--- config.mk ---
export PLATFORM = sky130hd
export DESIGN_NAME = imem_loader
export DESIGN_NICKNAME = d
export VERILOG_FILES = /design/src/rtl/loader_pkg.sv /design/src/rtl/byte_packer.sv /design/src/rtl/imem_loader.sv
export SDC_FILE = /design/constraint.sdc
export NUM_CORES = 1
export LEC_CHECK = 0
export BUFFER_PORTS_ARGS = -buffer_cell sky130_fd_sc_hd__buf_2
export CELL_PAD_IN_SITES_DETAIL_PLACEMENT = 0
export CELL_PAD_IN_SITES_GLOBAL_PLACEMENT = 2
export CORE_MARGIN = 4
export CORE_UTILIZATION = 41
export CTS_BUF_LIST = sky130_fd_sc_hd__clkbuf_4 sky130_fd_sc_hd__clkbuf_8
export CTS_CLUSTER_DIAMETER = 150
export DETAILED_ROUTE_END_ITERATION = 8
export PLACE_DENSITY_LB_ADDON = 0.1
export SKIP_LAST_GASP = 1
export SLEW_MARGIN = 20
export SYNTH_ARGS = -nofsm -noshare
export SYNTH_HDL_FRONTEND = slang
export SYNTH_SLANG_ARGS = --single-unit
--- constraint.sdc ---
create_clock -name clk -period 7.15 [get_ports clk]
set_input_delay 1.7875 -clock clk [delete_from_list [all_inputs] [get_ports clk]]
set_output_delay 1.7875 -clock clk [all_outputs]
set_load 0.02 [all_outputs]
--- src/rtl/loader_pkg.sv ---
`default_nettype none
// ============================================================================
// Module   : loader_pkg
// Purpose  : Shared state encoding and header constants for the boot loader.
// Revision : 1.0
// ============================================================================
package loader_pkg;

  typedef enum logic [2:0] {
    ST_HDR0 = 3'd0,
    ST_HDR1 = 3'd1,
    ST_DATA = 3'd2,
    ST_DONE = 3'd3,
    ST_ERR  = 3'd4
  } state_t;

  // Word count header arrives MSB first: first byte lands at bit 8, second at bit 0.
  localparam int c_HDR_HI_LSB = 8;
  localparam int c_HDR_LO_LSB = 0;

  localparam int c_DEFAULT_TIMEOUT = 1024;

endpackage : loader_pkg
`default_nettype wire

--- src/rtl/byte_packer.sv ---
`default_nettype none
// ============================================================================
// Module   : byte_packer
// Purpose  : Packs four bytes big-endian into a word, pulsing o_word_valid.
// Revision : 1.0
// ============================================================================
module byte_packer (
  input  logic        clk,
  input  logic        rst,
  input  logic        i_flush,
  input  logic        i_accept,
  input  logic [7:0]  i_byte,
  output logic [31:0] o_word,
  output logic        o_word_valid
);

  logic [31:0] r_word;
  logic [1:0]  r_cnt;
  logic        r_valid;

  always_ff @(posedge clk or posedge rst) begin
    if (rst) begin
      r_word  <= 32'd0;
      r_cnt   <= 2'd0;
      r_valid <= 1'b0;
    end else begin
      r_valid <= 1'b0;
      if (i_flush) begin
        r_cnt <= 2'd0;
      end else if (i_accept) begin
        r_word  <= {r_word[23:0], i_byte};
        r_cnt   <= r_cnt + 2'd1;
        r_valid <= (r_cnt == 2'd3);
      end
    end
  end

  assign o_word       = r_word;
  assign o_word_valid = r_valid;

endmodule : byte_packer
`default_nettype wire

--- src/rtl/imem_loader.sv ---
`default_nettype none
// ============================================================================
// Module   : imem_loader
// Purpose  : Streams a length-prefixed byte image into instruction memory,
//            holding the CPU in reset until the image is complete.
// Revision : 1.0
// ============================================================================
module imem_loader
  import loader_pkg::*;
#(
  parameter int ADDR_W  = 8,
  parameter int TIMEOUT = c_DEFAULT_TIMEOUT
) (
  input  logic              clk,
  input  logic              Rst,
  input  logic [7:0]        in_data,
  input  logic              in_valid,
  output logic              in_ready,
  input  logic              reload,
  output logic              imem_we,
  output logic [ADDR_W-1:0] imem_addr,
  output logic [31:0]       imem_wd,
  output logic              cpu_rst,
  output logic              done,
  output logic              err
);

  localparam int          c_IDLE_W = $clog2(TIMEOUT + 1);
  localparam logic [16:0] c_CAP    = 17'(2 ** ADDR_W);

  state_t              r_state;
  state_t              w_next;
  logic [15:0]         r_count;
  logic [ADDR_W-1:0]   r_idx;
  logic [c_IDLE_W-1:0] r_idle;

  logic        w_accept;
  logic        w_loading;
  logic        w_timeout;
  logic        w_write;
  logic        w_last;
  logic        w_too_big;
  logic        w_restart;
  logic [15:0] w_hdr_count;
  logic [31:0] w_word;
  logic        w_word_valid;

  assign in_ready    = (r_state == ST_HDR0) || (r_state == ST_HDR1) || (r_state == ST_DATA);
  assign w_accept    = in_valid & in_ready;
  assign w_loading   = (r_state == ST_HDR1) || (r_state == ST_DATA);
  assign w_timeout   = w_loading && !w_accept && (r_idle == c_IDLE_W'(TIMEOUT - 1));
  assign w_hdr_count = {r_count[c_HDR_HI_LSB +: 8], in_data};
  assign w_too_big   = {1'b0, w_hdr_count} > c_CAP;
  assign w_write     = w_word_valid && (r_state == ST_DATA);
  assign w_last      = (r_idx == ADDR_W'(r_count - 16'd1));
  assign w_restart   = reload && ((r_state == ST_DONE) || (r_state == ST_ERR));

  byte_packer u_packer (
    .clk          (clk),
    .rst          (Rst),
    .i_flush      (r_state != ST_DATA),
    .i_accept     (w_accept && (r_state == ST_DATA)),
    .i_byte       (in_data),
    .o_word       (w_word),
    .o_word_valid (w_word_valid)
  );

  always_ff @(posedge clk or posedge Rst) begin
    if (Rst) r_state <= ST_HDR0;
    else     r_state <= w_next;
  end

  always_comb begin
    w_next = r_state;
    case (r_state)
      ST_HDR0: if (w_accept) w_next = ST_HDR1;
      ST_HDR1: begin
        if (w_accept) begin
          if (w_hdr_count == 16'd0) w_next = ST_DONE;
          else if (w_too_big)       w_next = ST_ERR;
          else                      w_next = ST_DATA;
        end else if (w_timeout) begin
          w_next = ST_ERR;
        end
      end
      ST_DATA: begin
        if (w_write && w_last) w_next = ST_DONE;
        else if (w_timeout)    w_next = ST_ERR;
      end
      ST_DONE, ST_ERR: if (reload) w_next = ST_HDR0;
      default: w_next = ST_HDR0;
    endcase
  end

  always_ff @(posedge clk or posedge Rst) begin
    if (Rst) begin
      r_count <= 16'd0;
      r_idx   <= '0;
      r_idle  <= '0;
    end else begin
      if (w_accept || !w_loading) r_idle <= '0;
      else                        r_idle <= r_idle + c_IDLE_W'(1);

      if ((r_state == ST_HDR0) && w_accept) r_count[c_HDR_HI_LSB +: 8] <= in_data;
      if ((r_state == ST_HDR1) && w_accept) r_count[c_HDR_LO_LSB +: 8] <= in_data;

      // The final write leaves the index at the last address so a full image does not wrap.
      if (w_write && !w_last) r_idx <= r_idx + ADDR_W'(1);

      if (w_restart) begin
        r_count <= 16'd0;
        r_idx   <= '0;
      end
    end
  end

  assign imem_we   = w_write;
  assign imem_addr = r_idx;
  assign imem_wd   = w_word;
  assign cpu_rst   = (r_state != ST_DONE);
  assign done      = (r_state == ST_DONE);
  assign err       = (r_state == ST_ERR);

endmodule : imem_loader
`default_nettype wire
Yosys cells after proc, flatten, opt, wreduce, memory -nomap -nowiden. Index checks and enable logic that the tools add are counted.

Input bits: 12. Logic and storage cells: 70. Output and inout port bits: 45. Register bits: 73.

Reductions and logical operators: 26. Equality and inequality tests: 11. $lt $le $gt $ge: 1. Bitwise gates (word level): 2. $add $sub $neg: 4. Muxes and demuxes: 18.

Operators with widths (count): $mux 8 (4); $mux 3 (7); $gt 16x9->1 const B (1); $logic_not 16->1 (1); $mux 16 (1); $pmux 3 s4 (1); $add 11x1->11 const B (1); $eq 11x10->1 const B (1); $mux 11 (1); $logic_and 1x1->1 (9); $add 8x1->8 const B (1); $eq 8x8->1 (1); $reduce_bool 2->1 (4); $sub 8x1->8 const B (1); $eq 3x2->1 const B (2); $ne 3x2->1 const B (2); $logic_or 1x1->1 (5); $mux 2 (2); $ne 2x2->1 const B (2); $reduce_and 2->1 (2); $eq 3x1->1 const B (1); $eq 3x3->1 const B (1); $logic_not 1->1 (3); $logic_not 3->1 (1); other kinds (6) (7).

Depth between registers and ports, before layout.
Depth in word-level cells: 10. Depth in mapped cells: 8. Depth with buffers taken out: 8.

By module. A second synthesis with hierarchy kept.

Cells, all modules: 310. Area total of the unflattened synthesis: 3609.7 µm².

Modules (own cells, without submodules): imem_loader (area each 2137.0 µm², sequential area each 950.9 µm², times used 1, cells an instance 230); byte_packer (area each 1472.7 µm², sequential area each 875.8 µm², times used 1, cells an instance 80).

Worst setup path after synthesis. OpenSTA, ideal clock, no wires.

Kind: input-to-reg. Start point: input in_data[4]. End point: register r_state[1]. Setup slack: 4.008 ns. Path buffers: 0. Stages: 6. Arrival: 3.077 ns. Setup time: 0.065 ns. Data required time: 7.085 ns. Cell sequence: or4_1 -> o21ai_0 -> a31oi_1 -> o32a_1 -> nor2_1 -> a211o_1.

Word-level cells in the longest chain between the ends: 5. Elaborated cells between the ends (all ways): 6. Those cells by class: order compare (1); mux (4); reduce/logical (1).

Ends and longest elaborated chain: from (decl) (line imem_loader.sv:16) `input logic [7:0] in_data,`; $gt 16x9->1 (line imem_loader.sv:53) `assign w_too_big = {1'b0, w_hdr_count} > c_CAP;`; $mux 3 (line imem_loader.sv:80) `else if (w_too_big) w_next = ST_ERR;`; $mux 3 (*) (line imem_loader.sv:79) `if (w_hdr_count == 16'd0) w_next = ST_DONE;`; $mux 3 (*) (line imem_loader.sv:78) `if (w_accept) begin`; $pmux 3 s4 (*) (line imem_loader.sv:75) `case (r_state)`; to (signal assigned) (line imem_loader.sv:70) `else r_state <= w_next;`; to (decl) (line imem_loader.sv:31) `state_t r_state;`.

Every way passes the cells marked *; elsewhere a longest branch is shown, timed or not. A chain may end at the register's enable or synchronous reset.

Worst setup path after layout.
Start point: register r_state[1]. End point: output imem_we.

Word-level cells in the longest chain between the ends: 2.

Ends and longest elaborated chain: $eq 3x2->1 (line imem_loader.sv:54) `assign w_write = w_word_valid && (r_state == ST_DATA);`; $logic_and 1x1->1 (line imem_loader.sv:54); to (decl) (line imem_loader.sv:20) `output logic imem_we,`.

No other way between the ends.

==> impl_metrics.env <==
export IMPL_switching_share=0.403
export IMPL_critPathSlowestCell="dfrtp_1"
export IMPL_outcome="complete, no violations"
export IMPL_worstPathMaxFanout=13
export IMPL_crit_start="r_state[1]"
export IMPL_slowest_delay_ns=0.60
export IMPL_avgViaCountPerCell=5.26
export IMPL_min_period_ns=3.54
export IMPL_cts_made_buffers=9
export IMPL_synth_nets=309
export IMPL_drv_cap=0
export IMPL_multi_input_area_um2=1490
export IMPL_fillerInstances=712
export IMPL_cp_top_family="flip-flops"
export IMPL_fp_dieW_um=98.9
export IMPL_start_util=0.430
export IMPL_drive_gt1_frac=0.333
export IMPL_synth_avg_cell_area_um2=11.6
export IMPL_p_switching_uw=743
export IMPL_grt_use_total=0.159
export IMPL_cts_sinks=73
export IMPL_antenna_diode_count=0
export IMPL_worstPathArrival_ns=1.76
export IMPL_grt_overflow=0
export IMPL_required_ns=5.36
export IMPL_ys_ff_latch=73
export IMPL_p_int_mw=1.10
export IMPL_seqPwrFrac=0.399
export IMPL_fmax_ghz=0.282
export IMPL_place_gp_congestion=0.693
export IMPL_num_rows=32
export IMPL_dr_pass1_iters=4
export IMPL_yosys_warnings=0
export IMPL_drcViolationCount=0
export IMPL_cts_tree="built"
export IMPL_io_pin_count=57
export IMPL_hold_class="flip-flop to flip-flop"
export IMPL_cp_start_kind="flip-flop"
export IMPL_finalHoldViolCount=0
export IMPL_post_cts_buffers=0
export IMPL_io_buffers=56
export IMPL_grt_pass1_vias=2475
export IMPL_syn2layout_area_growth_pct=18.1
export IMPL_die_h_um=98.9
export IMPL_worst_slew_pin_slew_ns=1.02
export IMPL_synth_edf_count=0
export IMPL_synth_ff_type="dfrtp_1"
export IMPL_clock_path_buffers=2
export IMPL_cts_hold_buffers=0
export IMPL_synthCells=293
export IMPL_grt_pass1_wl_um=12700
export IMPL_drt_wl_total_um=7330
export IMPL_cts_htree_levels=3
export IMPL_finalSetupViolCount=0
export IMPL_final_cell_area_um2=4000
export IMPL_clk_pin_slew_worst_paths_ns=0.08
export IMPL_grt_antenna_before_repair=0
export IMPL_core_area_um2=7890
export IMPL_placed_cell_area_um2=3780
export IMPL_place_hpwl_um=5170
export IMPL_setup_tns_ns=0
export IMPL_timing_slew_headroom=0.311
export IMPL_seq_area_frac_synth=0.539
export IMPL_crit_reg2reg_launch="r_count[0]"
export IMPL_clock_skew_final_ns=0.00869
export IMPL_cts_resized=0
export IMPL_vias=2414
export IMPL_die_area_um2=9780
export IMPL_grt_max_degree=74
export IMPL_crit_path_cell_trace="nand2b_1 -> nor2_1 -> nand2_1 -> inv_1 -> buf_2"
export IMPL_regArea_um2=1830
export IMPL_end_kind="output port"
export IMPL_vdd_drop_max_uv=268
export IMPL_p_leak_nw=1.93
export IMPL_slew_violations=0
export IMPL_combPwrFrac=0.403
export IMPL_netlist_area_um2=3390
export IMPL_clkPwrFrac=0.198
export IMPL_avgRoutedWirePerCell_um=16.0
export IMPL_rsz0062_at_grt="no"
export IMPL_initialDrtViolationCount=149
export IMPL_clock_latency_ns=0.34
export IMPL_nets=368
export IMPL_antenna_left=0
export IMPL_async_flop_share=1.00
export IMPL_path_class="flip-flop to output port"
export IMPL_worst_path_buf_inv=2
export IMPL_power_density_nw_per_um2=461
export IMPL_ys_types=46
export IMPL_root_buffer="clkbuf_8"
export IMPL_hp_start="r_idle[0]"
export IMPL_timing_final_crit_share=0.496
[synthesized netlist by cell type (2+ instances only)]
library cell	n	area (µm²)
o31ai_1	2	15.0
nand4_1	4	25.0
or2_2	4	25.0
dfrtp_1	73	1830
a21oi_1	6	30.0
and3_1	4	25.0
nor4_1	4	25.0
ha_1	4	50.1
nand2b_1	7	43.8
clkbuf_1	6	22.5
and2_1	3	18.8
nand3_1	7	35.0
buf_1	4	15.0
o311ai_0	2	17.5
nor2_1	20	75.1
o21ai_0	8	40.0
xor2_1	11	96.3
mux2i_1	6	60.1
a31oi_1	2	12.5
a211oi_1	2	15.0
nor3_1	7	35.0
a22o_1	15	131
mux2_2	33	372
and4_1	2	17.5
xnor2_1	5	43.8
nand2_1	22	82.6
or4_1	2	15.0
or3_1	4	25.0
inv_1	7	26.3
[routing by layer]
metal	vias up	GRT usage	share of wire
met1	1189	0.224	0.48
met4	0	0.0347	0.0067
li1	1172	-	-
met3	4	0.0524	0.053
met2	49	0.241	0.46
met5	-	0	0
[placed cells by master (no fill, tap or decap), drive strengths merged, types with 3 or more instances in the layout]
cell / instances
a21oi: 6
dfrtp: 73
or3: 4
nand4: 4
ha: 4
xnor2: 5
mux2: 33
nand2: 22
and2: 3
and4: 3
nor3: 8
a22o: 16
xor2: 12
inv: 9
nand2b: 7
buf: 59
nor2: 20
or2: 5
nand3: 7
clkbuf: 9
nor4: 4
and3: 4
o21ai: 8
mux2i: 6
[through the flow]
step / utilization / power, mW / cells / hold WS, ns / worst slack (ns)
3_3_place_gp: 0.479 / 1.49 / 443 / 0.476 / 3.69
2_1_floorplan: - / 1.26 / 293 / 0.447 / 3.51
3_5_place_dp: 0.479 / 1.50 / 443 / 0.485 / 3.66
5_1_grt: 0.507 / 1.99 / 459 / 0.530 / 3.45
4_1_cts: 0.507 / 1.87 / 459 / 0.497 / 3.59
6_report: 0.507 / 1.85 / 459 / 0.491 / 3.61
[worst register-to-register path: cells and delay by family, from the launching register on]
family / cells / cell delay [ns]
and+or+nand+nor: 3 / 1.04
DFF: 1 / 0.47
AOI/OAI and AO/OA: 2 / 0.53
muxes: 1 / 0.15
[power groups by stage]
| stage | clock, mW | combinational, mW | sequential, mW |
|---|---|---|---|
| floorplan | 0 | 0.426 | 0.832 |
| global placement | 0 | 0.749 | 0.743 |
| detailed placement | 0 | 0.756 | 0.745 |
| CTS | 0.378 | 0.757 | 0.738 |
| global route | 0.396 | 0.826 | 0.768 |
| finish | 0.365 | 0.744 | 0.737 |
[sequential cells by signal (all words and copies together), names as in the netlist]
register               count
r_idle                    11
imem_addr                  8
r_state                    3
u_packer.r_cnt             2
r_count                   16
u_packer.o_word_valid      1
u_packer.o_word           32
[worst paths after layout]
check	end	slack [ns]	cells after the start
min reg2reg	r_idle[0]	0.49	1
max	imem_we	3.61	5
min in group asynchronous	imem_addr[5]	1.70	3
min	r_idle[0]	0.49	1
max in group asynchronous	u_packer.o_word[25]	4.83	3
max reg2reg	imem_addr[4]	4.85	6
[layout make-up]
class	instances	area share
multi-input cells	202	0.373
clock buffers	9	0.0310
clock inverters	7	0.0253
well taps	102	0.0319
repair buffers	59	0.0757
inverters	7	0.00657
flip-flops and latches	73	0.457
[cell families (layout without fill, tap and decap cells)]
kind of cell,count (synthesis),after routing,share of synthesized area
mux,39,39,0.127
flops,73,73,0.539
buf+inv,18,82,0.0203
fa+ha+maj,4,4,0.0148
xor+xnor,17,17,0.0462
compound gates,45,45,0.100
simple gates,97,97,0.152
Note: power is estimated with default switching activity, not from simulation.
